## src/rtl/sym_stats_collector.sv

```systemverilog
// sym_stats_collector
//   Running statistics over the per-word results of tt_um_symmetry_detector:
//   total word count, histogram of mismatch counts 0..4, and the current and
//   maximum run of consecutive symmetric words. All counters saturate at
//   all-ones; any attempt to increment past that sets the sticky 'sat' flag.
//
//   Optional feature macro: SYM_STATS_CHECK_EN
//     defined   : out-of-range mismatch (5..7) counts in total only and breaks
//                 the run; inconsistent sym/mismatch pairs set sticky 'err'.
//     undefined : no checking, 'err' tied 0, mismatch 5..7 clamps to bin 4.
//
// Ports
//   clk          rising-edge clock
//   rst          synchronous active-high reset
//   in_valid     a detector result is presented this cycle
//   in_sym       detector symmetric flag
//   in_mismatch  detector mismatched-pair count (legal 0..4)
//   clear        synchronous statistics clear (same effect as rst)
//   rd_sel       readback select: 0 total, 1..5 bin0..4, 6 cur_run, 7 max_run
//   rd_data      registered readback, 1-cycle latency from rd_sel
//   sat          sticky saturation flag
//   err          sticky input-consistency error flag
module sym_stats_collector #(
  parameter int unsigned CNT_W = 16
) (
  input  logic             clk,
  input  logic             rst,
  input  logic             in_valid,
  input  logic             in_sym,
  input  logic [2:0]       in_mismatch,
  input  logic             clear,
  input  logic [2:0]       rd_sel,
  output logic [CNT_W-1:0] rd_data,
  output logic             sat,
  output logic             err
);

  logic [CNT_W-1:0] total_q,   total_d;
  logic [CNT_W-1:0] bin_q [5];
  logic [CNT_W-1:0] bin_d [5];
  logic [CNT_W-1:0] cur_run_q, cur_run_d;
  logic [CNT_W-1:0] max_run_q, max_run_d;
  logic [CNT_W-1:0] rd_data_q, rd_data_d;
  logic             sat_q,     sat_d;
`ifdef SYM_STATS_CHECK_EN
  logic             err_q,     err_d;
`endif

  logic       bin_en;
  logic [2:0] bin_idx;
  logic       run_en;

  always_comb begin
    total_d   = total_q;
    cur_run_d = cur_run_q;
    max_run_d = max_run_q;
    sat_d     = sat_q;
    for (int unsigned i = 0; i < 5; i++) bin_d[i] = bin_q[i];
`ifdef SYM_STATS_CHECK_EN
    err_d     = err_q;
    bin_en    = (in_mismatch <= 3'd4);
    bin_idx   = in_mismatch;
    run_en    = in_sym && (in_mismatch <= 3'd4);
`else
    bin_en    = 1'b1;
    bin_idx   = (in_mismatch > 3'd4) ? 3'd4 : in_mismatch;
    run_en    = in_sym;
`endif

    // Readback always samples pre-update counter values.
    case (rd_sel)
      3'd0:    rd_data_d = total_q;
      3'd1:    rd_data_d = bin_q[0];
      3'd2:    rd_data_d = bin_q[1];
      3'd3:    rd_data_d = bin_q[2];
      3'd4:    rd_data_d = bin_q[3];
      3'd5:    rd_data_d = bin_q[4];
      3'd6:    rd_data_d = cur_run_q;
      default: rd_data_d = max_run_q;
    endcase

    if (clear) begin
      total_d   = '0;
      cur_run_d = '0;
      max_run_d = '0;
      rd_data_d = '0;
      sat_d     = 1'b0;
      for (int unsigned i = 0; i < 5; i++) bin_d[i] = '0;
`ifdef SYM_STATS_CHECK_EN
      err_d     = 1'b0;
`endif
    end else if (in_valid) begin
      if (total_q == '1) sat_d = 1'b1;
      else               total_d = total_q + CNT_W'(1);

      for (int unsigned i = 0; i < 5; i++) begin
        if (bin_en && (bin_idx == 3'(i))) begin
          if (bin_q[i] == '1) sat_d = 1'b1;
          else                bin_d[i] = bin_q[i] + CNT_W'(1);
        end
      end

      if (run_en) begin
        if (cur_run_q == '1) sat_d = 1'b1;
        else                 cur_run_d = cur_run_q + CNT_W'(1);
        // Compare against the saturated next value in the same cycle.
        if (cur_run_d > max_run_q) max_run_d = cur_run_d;
      end else begin
        cur_run_d = '0;
      end

`ifdef SYM_STATS_CHECK_EN
      // Symmetric iff zero mismatches; anything else is inconsistent.
      if ((in_mismatch > 3'd4) || (in_sym != (in_mismatch == 3'd0)))
        err_d = 1'b1;
`endif
    end
  end

  always_ff @(posedge clk) begin
    if (rst) begin
      total_q   <= '0;
      cur_run_q <= '0;
      max_run_q <= '0;
      rd_data_q <= '0;
      sat_q     <= 1'b0;
      for (int unsigned i = 0; i < 5; i++) bin_q[i] <= '0;
`ifdef SYM_STATS_CHECK_EN
      err_q     <= 1'b0;
`endif
    end else begin
      total_q   <= total_d;
      cur_run_q <= cur_run_d;
      max_run_q <= max_run_d;
      rd_data_q <= rd_data_d;
      sat_q     <= sat_d;
      for (int unsigned i = 0; i < 5; i++) bin_q[i] <= bin_d[i];
`ifdef SYM_STATS_CHECK_EN
      err_q     <= err_d;
`endif
    end
  end

  assign rd_data = rd_data_q;
  assign sat     = sat_q;
`ifdef SYM_STATS_CHECK_EN
  assign err     = err_q;
`else
  assign err     = 1'b0;
`endif

endmodule

```

## config.mk

```make
export PLATFORM = sky130hd
export DESIGN_NAME = sym_stats_collector
export DESIGN_NICKNAME = d
export VERILOG_FILES = /design/src/rtl/sym_stats_collector.sv
export SDC_FILE = /design/constraint.sdc
export NUM_CORES = 1
export LEC_CHECK = 0
export ABC_AREA = 1
export CAP_MARGIN = 30
export CORE_ASPECT_RATIO = 1.2
export CORE_MARGIN = 1.5
export CORE_UTILIZATION = 53
export CTS_CLUSTER_DIAMETER = 40
export DETAILED_ROUTE_END_ITERATION = 8
export GPL_TIMING_DRIVEN = 0
export PLACE_DENSITY = 0.7
export SETUP_SLACK_MARGIN = 0.05
export SYNTH_ARGS = -nofsm -noshare
export SYNTH_HDL_FRONTEND = slang
export SYNTH_SLANG_ARGS = --single-unit
```

## constraint.sdc

```tcl
create_clock -name clk -period 8.6 [get_ports clk]
set_clock_uncertainty 0.15 [all_clocks]
set_input_delay 1.72 -clock clk [delete_from_list [all_inputs] [get_ports clk]]
set_output_delay 1.72 -clock clk [all_outputs]
set_load 0.03 [all_outputs]
```

==> impl_metrics.py, run 1 <==
metrics = {
    "finish": {
        "final_cell_mix": "nand2_1, inv_1, dfxtp_1",
        "area_delta_synth_final_pct": 14.1,
        "nNetsFinal": 1401,
        "final_layout_size_suffix_gt1_frac": 0.0862,
        "layout_commonest_cell": "nand2_1",
        "diodes": 0,
    },
    "timing": {
        "setup_tns_ns": 0,
        "worst_hold_slack_ns": 0.303,
        "relSlewSlack": 0.419,
        "setup_violations": 0,
        "final-hold-violation-count": 0,
        "tightest_slew_ns": 0.872,
        "fmax_ghz": 0.261,
        "fin_crit_sh": 0.445,
        "period_minus_slack_ns": 3.83,
        "rsz0062_at_grt": "false",
        "slew_violations": 0,
    },
    "setup_path": {
        "cp-start-kind": "input port",
        "r2r.worst_path.cells": 16,
        "cp_max_fo": 10,
        "worst_path_largest_cell_delay_ns": 0.71,
        "endpoint_kind": "flop",
        "r2r_slack_ns": 5.15,
        "worstSetupPathType": "input port to flop",
        "worstPathCellList": "clkdlybuf4s50_1 > nor2_1 > clkbuf_1 > buf_1 > o21ai_0 > nor2_1",
        "rr_endpoint": "max_run_q[14]$_SDFFE_PP0P_",
        "cpMaxStageDelayCell": "buf_1",
        "required_ns": 8.81,
        "cp_data_arrival_time_ns": 4.04,
        "cp_common_cell": "nor2_1",
        "reg2reg_from": "cur_run_q[0]$_SDFFE_PP0P_",
    },
    "pwr": {
        "p_sw_mw": 0.400,
        "sw_frac_of_total": 0.234,
        "pwr-share-clk": 0.517,
        "power_frac_seq": 0.400,
        "comb_power_share": 0.083,
        "ir_worst_vdd_mv": 0.132,
        "total_leakage_power_nw": 3.39,
        "p_per_area_nw_per_um2": 171,
        "p_int_mw": 1.31,
    },
    "synthesis": {
        "synth_area_per_cell_um2": 6.65,
        "ys_warn_count": 0,
        "ys_seq_area_frac": 0.331,
        "synth_cells": 1321,
        "yosysTopAreaCell": "dfxtp_1",
        "synthArstFlopShare": 0,
        "synth.top_cell.area_share": 0.331,
        "syn-cell-area_um2": 8780,
        "synthesis.nets": 1355,
        "synthTopCellsByArea": "dfxtp_1, nand2_1, inv_1",
        "synthDistinctLibCells": 45,
        "ys.flop_type": "dfxtp_1",
        "ys_ff_latch": 145,
        "synth_edf_count": 0,
    },
    "placement": {
        "hpwl_um": 21800,
        "routabilityCongestion": 1.01,
        "portBuffers": 27,
    },
    "routing": {
        "firstDrtPassIters": 5,
        "vias_per_cell": 5.73,
        "wl_per_cell_um": 17.7,
        "drcViolationCount": 0,
        "postRouteAntennaNets": 0,
        "vias": 9115,
        "wirelength_um": 28200,
        "drtIter0Drc": 958,
    },
    "clock_network": {
        "cts_max_level": 4,
        "cts_sinks": 145,
        "root_buffer": "clkbuf_16",
        "postCtsSetupBuffers": 0,
        "cts_buffer_depth": 2,
        "cts_buffers": 17,
        "hold_buffers": 0,
        "tritoncts": "yes",
        "ctsResizeCount": 0,
        "clkLatencyLatePin_ns": 0.43,
        "clk_pin_slew_ns": 0.06,
    },
    "floorplan": {
        "initial_utilization": 0.542,
        "die_w_um": 121,
        "coreArea_um2": 16200,
        "io-pin-count": 29,
        "rows": 51,
        "fp.dieH_um": 144,
        "die_area_um2": 17400,
    },
    "hold_path": {
        "min_path_type": "flop to flop",
        "min_from": "sat$_SDFFE_PP0P_",
        "min_to": "sat$_SDFFE_PP0P_",
        "hold-path-cell-count": 2,
    },
    "global_routing": {
        "grt-ovfl-total": 0,
        "grt_max_degree": 17,
        "grt_use_total": 0.330,
        "antenna_found_initial": 0,
        "grt_pass1_wl_um": 43900,
        "grt_pass1_vias": 8260,
    },
    "outcome": {
        "status": "finished clean",
    },
    "run": {
        "maxCapViolations": 0,
    },
}
## Yosys cell counts (all sizes together), types with 15 or more instances
master	instances
nand4	18
nand2	309
inv	173
nand3	86
o21ai	68
a31oi	22
o22ai	42
a21oi	120
nor3	51
xor2	37
nor2	137
ha	23
buf	31
clkbuf	16
dfxtp	145
nand3b	15
## how the worst max path moves through the flow
stage | to | cells past startpoint | from | slack (ns)
2_1_floorplan | rd_data[15]$_SDFF_PP0_ | 5 | clear | 5.76
3_3_place_gp | bin_q[0][24]$_SDFFE_PP0P_ | 6 | clear | 4.38
3_5_place_dp | total_q[1]$_SDFFE_PP0P_ | 6 | clear | 4.39
4_1_cts | bin_q[0][24]$_SDFFE_PP0P_ | 6 | clear | 4.80
5_1_grt | bin_q[0][24]$_SDFFE_PP0P_ | 6 | clear | 4.74
6_report | bin_q[0][24]$_SDFFE_PP0P_ | 6 | clear | 4.77
## per-layer routing
layer	vias up	track usage	wire, um
li1	4453	-	-
met1	4182	0.407	11600
met2	393	0.559	13300
met3	87	0.0473	1940
met4	0	0.175	1410
met5	-	0	0
## critical path, delay by kind of cell
| kind | cells | cell delay (ns) |
|---|---|---|
| AND/OR/NAND/NOR | 2 | 0.39 |
| buffers and inverters | 3 | 1.71 |
| AO/OA/AOI/OAI | 1 | 0.21 |
## registers in the layout, indices dropped and copies added, names as in the netlist
name       flops
sat            1
cur_run_q     16
rd_data       16
total_q       16
bin_q         80
max_run_q     16
## cell families (layout without fill, tap and decap cells)
kind of cell / count (synthesis) / after routing / synth area share
AOI/OAI and AO/OA: 261 / 261 / 0.163
xor gates and xnor gates: 37 / 37 / 0.0369
adders and majority gates: 23 / 23 / 0.0328
buffers and inverters: 220 / 279 / 0.105
DFF: 145 / 145 / 0.331
other: 1 / 1 / 0.000427
and+or+nand+nor: 634 / 634 / 0.331
## power by group through the flow
stage | sequential, mW | combinational (mW) | clock [mW]
after floorplan | 0.698 | 0.0949 | 0
after global placement | 0.699 | 0.136 | 0
after detailed placement | 0.699 | 0.139 | 0
after CTS | 0.684 | 0.139 | 0.886
after global routing | 0.685 | 0.154 | 0.917
final | 0.685 | 0.141 | 0.884
## metrics by stage
| step | power (mW) | utilization | cell area [um2] | setup WS (ns) | std cells |
|---|---|---|---|---|---|
| global route | 1.76 | 0.618 | 10000 | 4.74 | 1592 |
| global placement | 0.836 | 0.575 | 9320 | 4.38 | 1560 |
| finish | 1.71 | 0.618 | 10000 | 4.77 | 1592 |
| detailed placement | 0.838 | 0.575 | 9320 | 4.39 | 1560 |
| CTS | 1.71 | 0.618 | 10000 | 4.80 | 1592 |
| floorplan | 0.793 | - | 8780 | 5.76 | 1321 |
## cell type report
type	count	area, um2
timing repair buffer	27	270
fill	1567	6190
sequential	145	2900
inverter	173	652
tap	212	265
multi-input combinational	956	4950
clock inverter	9	198
clock buffer	23	508
buffer	47	273
(Power assumes the default switching activity.)
==> run 2: changes to the inputs <==
==> constraint.sdc (replaced) <==
create_clock -name clk -period 3.6 [get_ports clk]
set_clock_uncertainty 0.15 [all_clocks]
set_input_delay 0.72 -clock clk [delete_from_list [all_inputs] [get_ports clk]]
set_output_delay 0.72 -clock clk [all_outputs]
set_load 0.03 [all_outputs]
==> impl_metrics.py, run 2 (same netlist as run 1, synthesis figures left out) <==
metrics = {
    "timing": {
        "fmax_ghz": 0.303,
        "slew_violations": 0,
        "fin_ws_ns": 0.298,
        "rsz0062_at_grt": "false",
        "fin_crit_sh": 0.917,
        "worst_hold_slack_ns": 0.304,
        "tightest_slew_ns": 0.874,
        "setup_violations": 0,
        "relSlewSlack": 0.417,
        "setup_tns_ns": 0,
        "final-hold-violation-count": 0,
        "period_minus_slack_ns": 3.30,
    },
    "floorplan": {
        "coreArea_um2": 16200,
        "die_w_um": 121,
        "rows": 51,
        "io-pin-count": 29,
        "initial_utilization": 0.542,
        "die_area_um2": 17400,
        "fp.dieH_um": 144,
    },
    "setup_path": {
        "endpoint_kind": "flop",
        "path_buf_inv": 3,
        "cpMaxStageDelayCell": "dfxtp_1",
        "worstPathCellList": "ha_1 > nand2_2 > nor3_4 > nand4_1 > a21oi_1 > inv_1 > ha_1 > nand4_1 > nor3_2 > nand2_1 > nor2_1 > nor2_1 > buf_2 > buf_2 > a21oi_1 > nor2_1",
        "worstSetupPathType": "flop to flop",
        "cp_max_fo": 10,
        "cp_common_cell": "nor2_1",
        "cp-start-kind": "flop",
        "cp_data_arrival_time_ns": 3.48,
        "required_ns": 3.78,
        "worst_path_largest_cell_delay_ns": 0.45,
        "critPathTopFamily": "simple AND/OR/NAND/NOR gates",
    },
    "finish": {
        "seqCellArea_um2": 2900,
        "instances_no_fill": 1592,
        "fin_area_um2": 10000,
        "diodes": 0,
        "top_register": "bin_q",
        "final_layout_size_suffix_gt1_frac": 0.0870,
        "nNetsFinal": 1401,
        "largest_reg_flops": 80,
        "layout_commonest_cell": "nand2_1",
        "final_core_util": 0.619,
        "final_cell_mix": "nand2_1, inv_1, dfxtp_1",
        "area_delta_synth_final_pct": 14.3,
        "nFillCells": 1568,
        "multi_input_area_um2": 4960,
    },
    "global_routing": {
        "grt_max_degree": 17,
        "grt_use_total": 0.330,
        "grt-ovfl-total": 0,
        "grt_pass1_vias": 8270,
        "antenna_found_initial": 0,
        "grt_pass1_wl_um": 43900,
    },
    "routing": {
        "drcViolationCount": 0,
        "firstDrtPassIters": 5,
        "postRouteAntennaNets": 0,
        "wirelength_um": 28200,
        "drtIter0Drc": 894,
        "vias_per_cell": 5.70,
        "wl_per_cell_um": 17.7,
        "vias": 9068,
    },
    "outcome": {
        "status": "finished clean",
    },
    "clock_network": {
        "ctsResizeCount": 0,
        "cts_sinks": 145,
        "cts_buffer_depth": 2,
        "clk_pin_slew_ns": 0.06,
        "tritoncts": "yes",
        "postCtsSetupBuffers": 0,
        "cts_max_level": 4,
        "clkLatencyLatePin_ns": 0.44,
        "cts_buffers": 17,
        "hold_buffers": 0,
        "root_buffer": "clkbuf_16",
    },
    "pwr": {
        "power_mw": 4.09,
        "total_leakage_power_nw": 3.41,
        "ir_worst_vdd_mv": 0.324,
        "p_per_area_nw_per_um2": 408,
    },
    "placement": {
        "dp_cells": 1560,
        "portBuffers": 27,
        "dpl_worst_slack_ns": 0.206,
        "dpl_cell_area_um2": 9320,
        "hpwl_um": 21800,
        "routabilityCongestion": 1.01,
    },
    "hold_path": {
        "min_path_type": "flop to flop",
    },
    "run": {
        "maxCapViolations": 0,
    },
}
==> run 2: cell type report <==
cell class,count,share of cell area
plain buffers,47,0.0272
multi-input cells,956,0.495
well taps,212,0.0264
clock inverters,9,0.0197
inverters,173,0.0650
repair buffers,27,0.0269
flip-flops and latches,145,0.289
clock buffers,23,0.0506
==> run 2: report_power, final <==
group          leakage (nW)  internal [mW]  switching (mW)
logic                  1.90          0.102           0.236
clock network         0.345           1.41           0.707
registers              1.17           1.62          0.0160
==> run 2: final timing paths <==
kind                                   from  slack, ns  cells after the start                   endpoint
setup / recovery  cur_run_q[0]$_SDFFE_PP0P_       0.30                     16  max_run_q[6]$_SDFFE_PP0P_
hold / removal             sat$_SDFFE_PP0P_       0.30                      2           sat$_SDFFE_PP0P_
setup reg to reg  cur_run_q[0]$_SDFFE_PP0P_       0.30                     16  max_run_q[6]$_SDFFE_PP0P_
hold reg to reg            sat$_SDFFE_PP0P_       0.30                      2           sat$_SDFFE_PP0P_
==> run 2: worst reg2reg max path, stage by stage, from the launching register on <==
cell	delay (ns)
dfxtp_1	0.45
ha_1	0.29
nand2_2	0.12
nor3_4	0.26
nand4_1	0.11
a21oi_1	0.25
inv_1	0.11
ha_1	0.31
nand4_1	0.12
nor3_2	0.20
nand2_1	0.08
nor2_1	0.10
nor2_1	0.05
buf_2	0.19
buf_2	0.21
a21oi_1	0.15
nor2_1	0.06
==> run 2: metal layers <==
layer | track usage | routed length [um] | vias up | part of all wire
met5 | 0 | 0 | - | 0
li1 | - | - | 4459 | -
met2 | 0.558 | 13200 | 344 | 0.47
met1 | 0.406 | 11600 | 4170 | 0.41
met3 | 0.0457 | 1900 | 95 | 0.067
met4 | 0.181 | 1500 | 0 | 0.053
==> run 3: changes to the inputs <==
--- a/config.mk
+++ b/config.mk
@@ -13,7 +13,7 @@
 export CTS_CLUSTER_DIAMETER = 40
 export DETAILED_ROUTE_END_ITERATION = 8
 export GPL_TIMING_DRIVEN = 0
-export PLACE_DENSITY = 0.7
+export PLACE_DENSITY = 0.71
 export SETUP_SLACK_MARGIN = 0.05
 export SYNTH_ARGS = -nofsm -noshare
 export SYNTH_HDL_FRONTEND = slang
==> constraint.sdc (replaced) <==
create_clock -name clk -period 3.6 [get_ports clk]
set_clock_uncertainty 0.15 [all_clocks]
set_input_delay 0.54 -clock clk [delete_from_list [all_inputs] [get_ports clk]]
set_output_delay 0.54 -clock clk [all_outputs]
set_load 0.03 [all_outputs]
==> impl_metrics.py, run 3 (same netlist as run 1, synthesis figures left out) <==
metrics = {
    "clock_network": {
        "hold_buffers": 0,
        "clkLatencyLatePin_ns": 0.43,
        "clk_pin_slew_ns": 0.06,
        "cts_sinks": 145,
        "cts_max_level": 4,
        "tritoncts": "yes",
        "cts_buffer_depth": 2,
        "cts_buffers": 17,
        "root_buffer": "clkbuf_16",
    },
    "pwr": {
        "p_int_mw": 3.04,
        "p_per_area_nw_per_um2": 400,
        "pwr-share-clk": 0.507,
        "ir_worst_vdd_mv": 0.290,
        "power_mw": 3.99,
        "p_sw_mw": 0.954,
        "comb_power_share": 0.083,
        "total_leakage_power_nw": 3.38,
        "sw_frac_of_total": 0.239,
        "power_frac_seq": 0.410,
    },
    "finish": {
        "nNetsFinal": 1401,
        "final_cell_mix": "nand2_1, inv_1, dfxtp_1",
        "largest_reg_flops": 80,
        "final_layout_size_suffix_gt1_frac": 0.0877,
        "layout_commonest_cell": "nand2_1",
        "diodes": 0,
        "top_register": "bin_q",
        "area_delta_synth_final_pct": 13.8,
    },
    "global_routing": {
        "grt_pass1_vias": 8234,
        "antenna_found_initial": 0,
        "grt_use_total": 0.330,
        "grt_max_degree": 17,
        "grt-ovfl-total": 0,
        "grt_pass1_wl_um": 43600,
    },
    "floorplan": {
        "die_w_um": 121,
        "initial_utilization": 0.542,
        "die_area_um2": 17400,
        "rows": 51,
        "fp.dieH_um": 144,
        "io-pin-count": 29,
        "coreArea_um2": 16200,
    },
    "timing": {
        "relSlewSlack": 0.431,
        "fin_crit_sh": 0.902,
        "fmax_ghz": 0.308,
        "final-hold-violation-count": 0,
        "tightest_slew_ns": 0.853,
        "rsz0062_at_grt": "false",
        "period_minus_slack_ns": 3.25,
        "setup_tns_ns": 0,
        "setup_violations": 0,
        "slew_violations": 0,
    },
    "routing": {
        "vias_per_cell": 5.64,
        "drtIter0Drc": 822,
        "drcViolationCount": 0,
        "wl_per_cell_um": 17.6,
        "postRouteAntennaNets": 0,
        "wirelength_um": 28000,
        "vias": 8984,
        "firstDrtPassIters": 5,
    },
    "placement": {
        "portBuffers": 27,
        "routabilityCongestion": 0.983,
        "hpwl_um": 21600,
    },
    "setup_path": {
        "cp_data_arrival_time_ns": 3.42,
        "endpoint_kind": "flop",
        "required_ns": 3.77,
        "cp-start-kind": "flop",
        "cp_max_fo": 10,
        "worstSetupPathType": "flop to flop",
    },
    "hold_path": {
        "min_path_type": "flop to flop",
    },
    "outcome": {
        "status": "finished clean",
    },
    "run": {
        "maxCapViolations": 0,
    },
}
-- run 3: cell count changes in the layout (fill, tap and decap cells not counted) --
cell and change:
clkinv_2 +2, bufinv_16 -1, clkbuf_8 -1, dfxtp_1 -1, dfxtp_2 +1, nor3_2 +1
nor3_4 -1
-- run 3: metal layers --
layer	routed length [um]	part of all wire	vias to the layer above	track usage
met2	13000	0.46	335	0.546
met1	11400	0.41	4096	0.393
li1	-	-	4456	-
met4	1760	0.063	0	0.209
met3	1780	0.063	97	0.0627
met5	0	0	-	0
-- run 3: metrics by stage --
step	hold slack, ns	utilization	setup slack [ns]	instance area [um2]	std cells
2_1_floorplan	0.294	-	0.787	8780	1321
3_3_place_gp	0.290	0.575	0.239	9320	1560
3_5_place_dp	0.291	0.575	0.249	9320	1560
4_1_cts	0.300	0.616	0.225	9990	1592
5_1_grt	0.338	0.617	0.0800	9990	1592
6_report	0.298	0.617	0.353	9990	1592
-- run 3: worst max-delay path, cell delays in order (launching register included) --
cell     delay, ns
dfxtp_2       0.43
ha_1          0.28
nand2_2       0.11
nor3_2        0.26
nand4_1       0.11
a21oi_1       0.23
inv_1         0.13
ha_1          0.31
nand4_1       0.13
nor3_2        0.16
nand2_1       0.07
nor2_1        0.12
nor2_1        0.06
buf_2         0.18
buf_2         0.21
a21oi_1       0.14
nor2_1        0.06
-- run 3: path summary, 6_finish.rpt --
check | from | to | slack [ns] | cells after the start
setup reg to reg | cur_run_q[0]$_SDFFE_PP0P_ | max_run_q[12]$_SDFFE_PP0P_ | 0.35 | 16
hold reg to reg | sat$_SDFFE_PP0P_ | sat$_SDFFE_PP0P_ | 0.30 | 2
hold / removal | sat$_SDFFE_PP0P_ | sat$_SDFFE_PP0P_ | 0.30 | 2
setup / recovery | cur_run_q[0]$_SDFFE_PP0P_ | max_run_q[12]$_SDFFE_PP0P_ | 0.35 | 16
-- run 3: layout make-up --
type,instances,area (um2)
clock inverter,10,178
fill,1587,6210
timing repair buffer,27,270
sequential,145,2900
buffer,47,273
tap,212,265
inverter,173,652
clock buffer,22,494
multi-input combinational,956,4960
-- run 3: repair_timing --
action / 4_1_cts / 5_1_grt
gates resized for setup: 0 / 2
buffers inserted: 0 / 0
endpoints found under the setup margin: 0 / 11
-- run 3: power groups by stage --
stage | registers [mW] | logic [mW] | clock network [mW]
after detailed placement | 1.67 | 0.324 | 0
after global placement | 1.67 | 0.322 | 0
after global routing | 1.64 | 0.370 | 2.11
after floorplan | 1.67 | 0.227 | 0
final | 1.64 | 0.331 | 2.02
after CTS | 1.64 | 0.326 | 2.03
==> variant, RTL diff (flow settings as in run 3) <==
Reset style: asynchronous (`rst`), changed in one clocked block. Comments in the files are not updated.
--- a/src/rtl/sym_stats_collector.sv
+++ b/src/rtl/sym_stats_collector.sv
@@ -117,7 +117,7 @@
     end
   end
 
-  always_ff @(posedge clk) begin
+  always_ff @(posedge clk or posedge rst) begin
     if (rst) begin
       total_q   <= '0;
       cur_run_q <= '0;
Check against the original RTL: differs if rst is asserted again (counterexample within 4 cycles, from zero or initial values and one cycle with rst high); with rst held inactive, the same outputs for 4 cycles.
==> variant against run 3 <==
  * Area after synthesis grew 6.1%
  * First-iteration DRC count grew 3.6%
  * Largest power group unchanged
  * Via count grew 2.1%
  * Utilization shrank 0.067 points
  * Critical endpoint is now max_run_q[5]
  * Routed wire length grew 7.8%
  * Largest cell class unchanged
  * Setup slack lost 0.074 ns
  * Sequential cell count is the same
  * Final area grew 5.1%
  * Clock power shrank 8%
  * Synthesized cell count shrank 4.5%
  * Total power shrank 4.1%
==> variant: results (changes against run 3) <==
stage,metric,value,unit,change
status,result of the run,finished clean,,unchanged
power_and_ir_drop,maximum VDD drop,0.3357,mV,was 0.2904 mV
logic_synthesis,compound-cell area share of the yosys netlist,12.63,%,was 16.34%
placed_design,final RePlAce weighted congestion,1.013,,was 0.9834
drt,DRT iter0 DRCs,852,,was 822
power_and_ir_drop,total net switching power,1028,uW,was 953.5 uW
logic_synthesis,Area contributors post-synth,"sky130_fd_sc_hd__dfrtp_1 (39%), sky130_fd_sc_hd__nand2_1 (9.2%), sky130_fd_sc_hd__nand3_1 (6.9%)",,"was sky130_fd_sc_hd__dfxtp_1 (33%), sky130_fd_sc_hd__nand2_1 (12%), sky130_fd_sc_hd__inv_1 (7.0%)"
logic_synthesis,number of distinct library cell variants in the gate-level netlist after synthesis,44,,was 45
placed_design,Post-DP HPWL,23060,um,was 21650 um
setup_path,destination of the worst register-to-register timing path,max_run_q[5],,was max_run_q[12]
grt,largest net degree at the start of global routing,41,,was 17
grt,combined global-route utilization of all metal layers,34.34,%,was 32.99%
layout,fraction of layout instances using a drive strength above 1,9.841,%,was 8.768%
setup_path,flop2flop setup slack,0.28,ns,was 0.35 ns
timing,Max Clk Rate,301.2,MHz,was 308.0 MHz
logic_synthesis,post-synthesis xor/xnor area fraction,4.420,%,was 3.691%
min_path,Tightest Hold Check Type,in -> reg,,was reg -> reg
setup_path,cell with the largest stage delay on the worst path,sky130_fd_sc_hd__dfrtp_1,,was sky130_fd_sc_hd__dfxtp_2
placed_design,number of port buffers,24,,was 27
logic_synthesis,top cell types by occurrence after synthesis,"sky130_fd_sc_hd__nand2_1 (229), sky130_fd_sc_hd__inv_1 (152), sky130_fd_sc_hd__dfrtp_1 (145)",,"was sky130_fd_sc_hd__nand2_1 (287), sky130_fd_sc_hd__inv_1 (163), sky130_fd_sc_hd__dfxtp_1 (145)"
setup_path,highest cell delay on the worst timing path,0.41,ns,was 0.43 ns
logic_synthesis,async set or reset register ratio after synthesis,100.0,%,was 0%
min_path,startpoint of the tightest hold check path,in_valid,,was sat
placed_design,pre-CTS WS,0.2460,ns,was 0.2491 ns
layout,number of fill cells in the layout,1624,,was 1587
[variant: timing repair]
item / 4_1_cts / 5_1_grt
gates resized for setup: 0 / 5
setup endpoints to repair: 0 / 14
hold buffers: 0 / 0
[variant: worst max path at each step]
stage               cells past startpoint            to
floorplan                              18  max_run_q[2]
global placement                        2      bin_q[3]
detailed placement                     18  max_run_q[5]
CTS                                    18  max_run_q[5]
global route                           18  max_run_q[4]
finish                                 18  max_run_q[5]
[variant: final cells by class]
class | instances | area [um2] | share of cell area (%)
Clock buffer | 19 | 452.9 | 4.314
Multi-Input combinational cell | 911 | 4837 | 46.07
Inverter | 164 | 619.3 | 5.898
Clock inverter | 13 | 151.4 | 1.442
Tap cell | 216 | 270.3 | 2.574
Buffer | 42 | 240.2 | 2.288
Timing Repair Buffer | 27 | 300.3 | 2.860
Sequential cell | 145 | 3628 | 34.56
[variant: power groups by stage]
stage               registers [uW]  logic [uW]  clock network (uW)
global placement              1690         311                   0
CTS                           1660         323                1860
detailed placement            1690         320                   0
global route                  1660         356                1930
floorplan                     1690         195                   0
finish                        1660         329                1850
[variant: metrics by stage]
step	instances	power (uW)	TNS [ns]	instance area [um2]
final	1537	3831	0	10500
after global routing	1537	3942	0	10500
after CTS	1537	3834	0	10490
after detailed placement	1505	2007	0	9887
after global placement	1502	1998	-37.39	9827
after floorplan	1262	1889	0	9316
[variant: tightest hold or removal path, stage by stage]
cell and delay [ns]:
sky130_fd_sc_hd__buf_4 0.18, sky130_fd_sc_hd__nand2_1 0.08, sky130_fd_sc_hd__a21oi_1 0.05
[variant: logic make-up after synthesis]
group | Yosys count
simple gates | 630
compound gates | 210
buf+inv | 206
flops | 145
xor+xnor | 47
fa+ha+maj | 23
other cells | 1
[variant: metal layers]
metal  wire length, um  up-vias  global-route usage, %
met2             14370      383                  55.55
met5                 0        -                      0
li1                  -     4319                      -
met3              1935      107                  4.716
met4              1900        0                  21.08
met1             11930     4368                  43.21
